### src/rtl/sap_prog_loader_pkg.sv
// sap_prog_loader_pkg: SAP opcode/ALU constants, loader state encoding and the default fill byte.
package sap_prog_loader_pkg;
   localparam logic [3:0] OP_NOP = 4'h0, OP_LDA = 4'h1, OP_ADD = 4'h2, OP_SUB = 4'h3,
                          OP_STA = 4'h4, OP_LDI = 4'h5, OP_JMP = 4'h6, OP_JC  = 4'h7,
                          OP_JZ  = 4'h8, OP_OUT = 4'hB, OP_HLT = 4'hC;
   typedef enum logic [1:0] {ALU_PASS, ALU_ADD, ALU_SUB} alu_op_t;
   typedef enum logic [2:0] {LD_IDLE, LD_LOAD, LD_FILL, LD_CHECK, LD_DONE, LD_ERROR} ld_state_t;
   // unloaded words decode as HLT with operand 0
   localparam logic [7:0] FILL_BYTE_DEF = {OP_HLT, 4'h0};
endpackage

### src/rtl/sap_prog_loader_if.sv
// sap_prog_loader_if: byte stream handshake in, RAM write port out.
interface sap_prog_loader_if #(parameter int ADDR_W = 4, parameter int DATA_W = 8);
   logic              in_valid, in_ready, in_last, mem_we;
   logic [DATA_W-1:0] in_data, mem_wdata;
   logic [ADDR_W-1:0] mem_addr;
   modport master (output in_valid, in_data, in_last, input in_ready, mem_we, mem_addr, mem_wdata);
   modport slave  (input in_valid, in_data, in_last, output in_ready, mem_we, mem_addr, mem_wdata);
endinterface

### src/rtl/sap_prog_loader.sv
// sap_prog_loader: streams a checksummed program image into SAP RAM, fills unused words,
// and releases the CPU from reset only once the image verifies.
module sap_prog_loader
   import sap_prog_loader_pkg::*;
#(
   parameter int              ADDR_W    = 4,
   parameter int              DATA_W    = 8,
   parameter int              DEPTH     = 2**ADDR_W,
   parameter logic [DATA_W-1:0] FILL_BYTE = FILL_BYTE_DEF
) (
   input  logic              clk,
   input  logic              rst,
   input  logic              start,
   sap_prog_loader_if.slave  bus,
   output logic              cpu_rst,
   output logic              busy,
   output logic              done,
   output logic              err,
   output logic [ADDR_W:0]   byte_count
);
   ld_state_t         state;
   logic [DATA_W-1:0] sum;
   logic [ADDR_W-1:0] fill_addr;
   logic              full, accept;
   assign full   = byte_count == (ADDR_W+1)'(DEPTH);
   assign accept = bus.in_valid && bus.in_ready;
   always_ff @(posedge clk) begin
      if (rst) begin
         state         <= LD_IDLE;
         cpu_rst       <= 1'b1;
         bus.in_ready  <= 1'b0;
         bus.mem_we    <= 1'b0;
         bus.mem_addr  <= '0;
         bus.mem_wdata <= '0;
         busy          <= 1'b0;
         done          <= 1'b0;
         err           <= 1'b0;
         byte_count    <= '0;
         sum           <= '0;
         fill_addr     <= '0;
      end else begin
         bus.mem_we <= 1'b0;
         case (state)
            LD_IDLE, LD_DONE, LD_ERROR: if (start) begin
               state        <= LD_LOAD;
               byte_count   <= '0;
               sum          <= '0;
               done         <= 1'b0;
               err          <= 1'b0;
               cpu_rst      <= 1'b1;
               busy         <= 1'b1;
               bus.in_ready <= 1'b1;
            end
            LD_LOAD: if (accept) begin
               sum <= sum + bus.in_data;
               if (bus.in_last) begin
                  bus.in_ready <= 1'b0;
                  fill_addr    <= byte_count[ADDR_W-1:0];
                  state        <= full ? LD_CHECK : LD_FILL;
               end else if (full) begin
                  bus.in_ready <= 1'b0;
                  busy         <= 1'b0;
                  err          <= 1'b1;
                  state        <= LD_ERROR;
               end else begin
                  bus.mem_we    <= 1'b1;
                  bus.mem_addr  <= byte_count[ADDR_W-1:0];
                  bus.mem_wdata <= bus.in_data;
                  byte_count    <= byte_count + 1'b1;
               end
            end
            LD_FILL: begin
               bus.mem_we    <= 1'b1;
               bus.mem_addr  <= fill_addr;
               bus.mem_wdata <= FILL_BYTE;
               fill_addr     <= fill_addr + 1'b1;
               if (fill_addr == ADDR_W'(DEPTH-1)) state <= LD_CHECK;
            end
            LD_CHECK: begin
               busy    <= 1'b0;
               done    <= sum == '0;
               err     <= sum != '0;
               cpu_rst <= sum != '0;
               state   <= sum == '0 ? LD_DONE : LD_ERROR;
            end
            default: state <= LD_IDLE;
         endcase
      end
   end
endmodule

### src/flat_wrapper.sv
// flat-port wrapper written by rule: the top's interface ports become plain ports
module sap_prog_loader_flat import sap_prog_loader_pkg::*;
#(
   parameter int              ADDR_W    = 4,
   parameter int              DATA_W    = 8,
   parameter int              DEPTH     = 2**ADDR_W,
   parameter logic [DATA_W-1:0] FILL_BYTE = FILL_BYTE_DEF
)
  (clk, rst, start, cpu_rst, busy, done, err, byte_count, bus_in_valid, bus_in_data, bus_in_last, bus_in_ready, bus_mem_we, bus_mem_addr, bus_mem_wdata);
  sap_prog_loader_if #(.ADDR_W(ADDR_W), .DATA_W(DATA_W)) bus_i ();
  input  logic clk;
  input  logic rst;
  input  logic start;
  output logic cpu_rst;
  output logic busy;
  output logic done;
  output logic err;
  output logic [ADDR_W:0] byte_count;
  input wire logic [$bits(bus_i.in_valid)-1:0] bus_in_valid;
  input wire logic [$bits(bus_i.in_data)-1:0] bus_in_data;
  input wire logic [$bits(bus_i.in_last)-1:0] bus_in_last;
  output wire logic [$bits(bus_i.in_ready)-1:0] bus_in_ready;
  output wire logic [$bits(bus_i.mem_we)-1:0] bus_mem_we;
  output wire logic [$bits(bus_i.mem_addr)-1:0] bus_mem_addr;
  output wire logic [$bits(bus_i.mem_wdata)-1:0] bus_mem_wdata;
  assign bus_i.in_valid = bus_in_valid;
  assign bus_i.in_data = bus_in_data;
  assign bus_i.in_last = bus_in_last;
  assign bus_in_ready = bus_i.in_ready;
  assign bus_mem_we = bus_i.mem_we;
  assign bus_mem_addr = bus_i.mem_addr;
  assign bus_mem_wdata = bus_i.mem_wdata;
  sap_prog_loader #(.ADDR_W(ADDR_W), .DATA_W(DATA_W), .DEPTH(DEPTH), .FILL_BYTE(FILL_BYTE)) u_core (.clk(clk), .rst(rst), .start(start), .bus(bus_i), .cpu_rst(cpu_rst), .busy(busy), .done(done), .err(err), .byte_count(byte_count));
endmodule
### config.mk
export PLATFORM = sky130hd
export DESIGN_NAME = sap_prog_loader_flat
export DESIGN_NICKNAME = d
export VERILOG_FILES = /design/src/rtl/sap_prog_loader_pkg.sv /design/src/rtl/sap_prog_loader_if.sv /design/src/rtl/sap_prog_loader.sv /design/src/flat_wrapper.sv
export SDC_FILE = /design/constraint.sdc
export NUM_CORES = 1
export LEC_CHECK = 0
export BUFFER_PORTS_ARGS = -buffer_cell sky130_fd_sc_hd__buf_2
export CAP_MARGIN = 20
export CORE_ASPECT_RATIO = 1.5
export CORE_UTILIZATION = 40
export DETAILED_ROUTE_END_ITERATION = 16
export GPL_TIMING_DRIVEN = 0
export PLACE_DENSITY = 0.61
export SLEW_MARGIN = 15
export SYNTH_ARGS = -nofsm -noshare
export SYNTH_HDL_FRONTEND = slang
export SYNTH_SLANG_ARGS = --single-unit
export TNS_END_PERCENT = 5
### constraint.sdc
create_clock -name clk -period 2.44 [get_ports clk]
set_input_delay 0.488 -clock clk [delete_from_list [all_inputs] [get_ports clk]]
set_output_delay 0.488 -clock clk [all_outputs]
set_load 0.02 [all_outputs]
* Word-level counts from Yosys, hierarchy flattened *
Cells that the tools add are included.

storage, ports and cells
  bits in registers = 38
  input port bits = 13
  logic and storage cells = 93

cells by class
  add/subtract/negate cells = 3
  mux-type cells = 46
  eq/ne operators = 15
  reductions and logical operators = 17

operators by type and width
  operator             number
  $mux 8               5
  $pmux 8 s2           2
  $mux 4               5
  $mux 5               4
  $pmux 4 s2           2
  $mux 1               15
  $mux 3               5
  $pmux 3 s4           1
  $reduce_and 4->1     3
  $pmux 5 s2           1
  $reduce_and 5->1     2
  $add 8x8->8          1
  $logic_not 8->1      1
  $ne 2x2->1 const B   4
  $pmux 1 s2           4
  $reduce_bool 8->1    1
  $eq 3x2->1 const B   2
  $eq 3x3->1 const B   2
  $ne 2x1->1 const B   3
  $pmux 1 s3           2
  $reduce_and 3->1     2
  $reduce_bool 2->1    3
  $add 5x1->5 const B  1
  $eq 5x5->1 const B   1
  9 further kinds      9

* Logic depth before layout (Yosys ltp) *
  depth after elaboration = 5
  depth in mapped cells = 8
  depth with buffers taken out = 7

* Worst setup path after synthesis *
Ideal clock, no wire load.

  path kind = register to register
  from = register u_core.byte_count[0]
  to = register u_core.byte_count[3]
  cell stages (with the launch flop) = 8
  arrival time = 1.854 ns
  path slack = 0.516 ns
  required time = 2.370 ns
  cell sequence = dfxtp_1 inv_1 ha_1 and4bb_2 o21ai_1 nand4b_2 or3_1 a21oi_1

between the ends
  word-level cells in the longest chain between the ends = 5
  elaborated cells on any way between the ends = 8

ends and longest elaborated chain
  item                      RTL line               text
  start: declaration        sap_prog_loader.sv:19  output logic [ADDR_W:0] byte_count
  start signal: assignment  sap_prog_loader.sv:69  byte_count <= byte_count + 1'b1;
  $add 5x1->5               sap_prog_loader.sv:69
  $mux 5                    sap_prog_loader.sv:60  end else if (full) begin
  $mux 5                    sap_prog_loader.sv:56  if (bus.in_last) begin
  $mux 5                    sap_prog_loader.sv:54  LD_LOAD: if (accept) begin
  $pmux 5 s2                sap_prog_loader.sv:43  case (state)

Parallel ways exist; a longest one is shown, timed or not. The select of a mux whose other input is x is not followed.
A chain may end at the register's enable or synchronous reset.

* Final worst setup path *
  from = register u_core.state[0]
  to = register u_core.byte_count[3]

between the ends
  word-level cells in the longest chain between the ends = 4
  elaborated cells on any way between the ends = 12

ends and longest elaborated chain
  item                                                              RTL line               text
  start: declaration                                                sap_prog_loader.sv:21  ld_state_t state;
  start signal: assignment                                          sap_prog_loader.sv:59  state <= full ? LD_CHECK : LD_FILL;
  start signal: assignment                                          sap_prog_loader.sv:84  state <= sum == '0 ? LD_DONE : LD_ERROR;
  $eq 3x3->1 or $logic_not 3->1 (tied branches)                     sap_prog_loader.sv:43
  $reduce_or 3->1                                                   sap_prog_loader.sv:43
  $ne 2x2->1 (no source line) or $reduce_bool 2->1 (tied branches)  -
  $reduce_and 5->1 (no source line)                                 -

Parallel ways exist; a longest one is shown, timed or not.

==> impl_metrics.py <==
metrics = {
    "floorplan": {
        "num_rows": 31,
        "dieArea_sq_mm": 0.00538,
        "dieHeight_um": 89.3,
        "coreArea_sq_mm": 0.00485,
        "initial_core_util": 0.420,
        "pin_count": 36,
        "die_w_um": 60.2,
    },
    "sta": {
        "report.final.slew_viol_count": 0,
        "hold_violations": 0,
        "slew_headroom": 0.494,
        "skew_ns": 0.00924,
        "finalSetupViolCount": 0,
        "tightest_slew_ns": 0.753,
        "fin_crit_ns": 1.98,
        "post-route-period-util": 0.812,
        "fin_setup_tns_ns": 0,
        "rsz0062_at_grt": "no",
        "clock.fmax_mhz": 505,
    },
    "synthesis": {
        "ys.warnings.count": 0,
        "synthXorXnorAreaFrac": 0.0258,
        "async_flop_share": 0,
        "ys_seq_elements": 38,
        "synthTopCellsByArea": "dfxtp_1 37%, a21oi_1 6.2%, ha_1 6.2%, nand2_1 4.1%, nand3_1 3.9%",
        "synth_top_area_cell": "dfxtp_1",
        "synth_ff_type": "dfxtp_1",
        "yosysSeqAreaShare": 0.374,
        "synth_top_family_by_area": "simple AND/OR/NAND/NOR gates",
        "synthDistinctLibCells": 53,
        "synth_area_per_cell_sq_um": 8.51,
        "synth_nets": 263,
        "synthesis.instances": 239,
        "synth-edff-count": 0,
        "syn_area_sq_mm": 0.00203,
        "muxShareOfSynthArea": 0.0166,
        "yosysMostFrequentCell": "dfxtp_1",
        "synth-compound-area-share": 0.205,
        "synth-simple-area-share": 0.261,
        "synthAdderAreaFrac": 0.0713,
        "synth_top_area_frac": 0.374,
        "synth_common_cells": "38 x dfxtp_1, 25 x a21oi_1, 22 x nand2_1",
    },
    "global_routing": {
        "grt_max_degree": 14,
        "grt_pass1_wl_um": 8220,
        "grt_pass1_vias": 1757,
        "overflow": 0,
        "antenna_found_initial": 0,
        "grtUsageTotal": 0.207,
    },
    "layout": {
        "finalInstanceArea_sq_mm": 0.00238,
        "drive_above_1_share": 0.210,
        "final_nets": 304,
        "fin_cells": 347,
        "area_delta_synth_final_pct": 16.9,
        "antenna_cells": 0,
    },
    "power": {
        "cellLeakagePower_nw": 0.985,
        "power_switching_w": 0.000367,
        "p_int_w": 0.000901,
        "ir_drop_uv": 396,
        "p_seq_frac": 0.512,
        "swShare": 0.289,
        "comb_power_share": 0.132,
        "power.total_w": 0.00127,
        "clockPowerShare": 0.356,
        "powerDensity_mw_per_mm2": 533,
    },
    "worst_setup_path": {
        "crit_path_max_fanout": 7,
        "r2r-start": "u_core.state[0]",
        "path_class": "register to register",
        "crit_arrival_ns": 2.21,
        "crit_slowest_cell": "dfxtp_1",
        "path_cells": "nor2b_4 > mux2i_2 > nand4b_2 > or3_1 > a21oi_1",
        "cp-end-kind": "register",
        "worst_path_largest_cell_delay_ns": 0.50,
        "crit_path_start": "u_core.state[0]",
        "start_kind": "register",
        "reg2reg_slack_ns": 0.46,
        "worst-endpoint-required_ns": 2.67,
    },
    "job": {
        "drv_cap": 0,
    },
    "cts": {
        "clk_pin_slew_worst_paths_ns": 0.09,
        "insertion_delay_ns": 0.30,
        "cts_max_level": 2,
        "numCtsBuffers": 5,
        "postCtsSetupBuffers": 0,
        "cts_buffer_depth": 2,
        "post_cts_resized": 0,
        "cts.sinks": 38,
        "cts_tree": "built",
        "cts_hold_buf": 0,
        "cts-root-buf": "clkbuf_8",
    },
    "placed_design": {
        "gp_congestion": 0.831,
        "port_buffers": 34,
        "place_inst": 339,
        "dp_hpwl_um": 3830,
        "dpl_cell_area_sq_mm": 0.00229,
    },
    "route": {
        "drc": 0,
        "firstDrtPassIters": 4,
        "totalWireLength_um": 5080,
        "routedWlPerCell_um": 14.6,
        "vias": 1883,
        "via_per_inst": 5.43,
        "ant_nets": 0,
        "first_iter_violations": 63,
    },
    "outcome": {
        "status": "finished, final reports clean",
    },
    "hold_path": {
        "hold_start": "u_core.bus.mem_wdata[2]",
        "hold_path_class": "register to register",
    },
}
[flip-flops by register name, summed over array words and instances, names as in the netlist]
name                  flops
u_core.cpu_rst            1
u_core.bus.mem_addr       4
u_core.fill_addr          4
u_core.state              3
u_core.bus.mem_we         1
u_core.busy               1
u_core.byte_count         5
u_core.done               1
u_core.err                1
u_core.bus.mem_wdata      8
u_core.bus.in_ready       1
u_core.sum                8
[routing by layer]
layer / routed length, um / share of wire / GRT usage
met1: 2220 / 0.44 / 0.244
met2: 2560 / 0.50 / 0.357
met3: 205 / 0.040 / 0.0333
met4: 99 / 0.019 / 0.0973
met5: 0 / 0 / 0
[cell usage in the layout, fill, tap and decap left out, types with 3 or more instances in the layout]
cell / Yosys / final
or3_1: 4 / 4
nand2_1: 22 / 22
clkbuf_1: 6 / 6
nand3_1: 16 / 16
o31ai_1: 3 / 3
a21oi_1: 25 / 25
a21o_1: 4 / 4
buf_2: 2 / 36
clkbuf_8: 0 / 5
nor3_1: 9 / 9
dfxtp_1: 38 / 38
xor2_1: 5 / 5
and2_1: 3 / 3
nand2b_1: 3 / 3
a311oi_1: 3 / 3
inv_1: 8 / 8
ha_1: 10 / 10
a211oi_1: 4 / 4
o21ai_0: 10 / 10
nor2_1: 17 / 17
[final timing paths]
check             cells past startpoint                 endpoint
setup / recovery                      5     u_core.byte_count[3]
hold / removal                        2  u_core.bus.mem_wdata[2]
setup reg to reg                      5     u_core.byte_count[3]
hold reg to reg                       2  u_core.bus.mem_wdata[2]
[cell families (layout without fill, tap and decap cells)]
family | after synthesis | after routing
DFF | 38 | 38
xor gates and xnor gates | 6 | 6
AOI/OAI and AO/OA | 66 | 66
and+or+nand+nor | 96 | 96
adders and majority gates | 11 | 11
muxes | 3 | 3
buffers and inverters | 19 | 61
[worst max-delay path, delay by kind of cell, from the launching register on]
family,cells,cell delay [ns]
and+or+nand+nor,3,0.85
AOI/OAI and AO/OA,1,0.14
muxes,1,0.42
DFF,1,0.50
[power by group through the flow]
stage	clock network, W	logic, W	registers [W]
after floorplan	0	0.000103	0.000674
after global placement	0	0.000167	0.000663
after detailed placement	0	0.000167	0.000664
after CTS	0.000457	0.000169	0.000649
after global routing	0.000483	0.000185	0.000652
final	0.000451	0.000168	0.000649
[final cells by class]
cell class	count	area, sq um
repair buffers	34	170
clock inverters	3	21.3
well taps	66	82.6
plain buffers	11	62.6
inverters	8	30.0
clock buffers	5	68.8
flip-flops and latches	38	761
multi-input cells	182	1180
fillers	508	2470
[metrics by stage]
step                hold WS [ns]  worst slack [ns]  utilization
floorplan                  0.438             0.516            -
global placement           0.437             0.260        0.472
detailed placement         0.442             0.285        0.472
CTS                        0.454             0.450        0.490
global route               0.469             0.335        0.490
finish                     0.454             0.460        0.490
(Power assumes the default switching activity.)
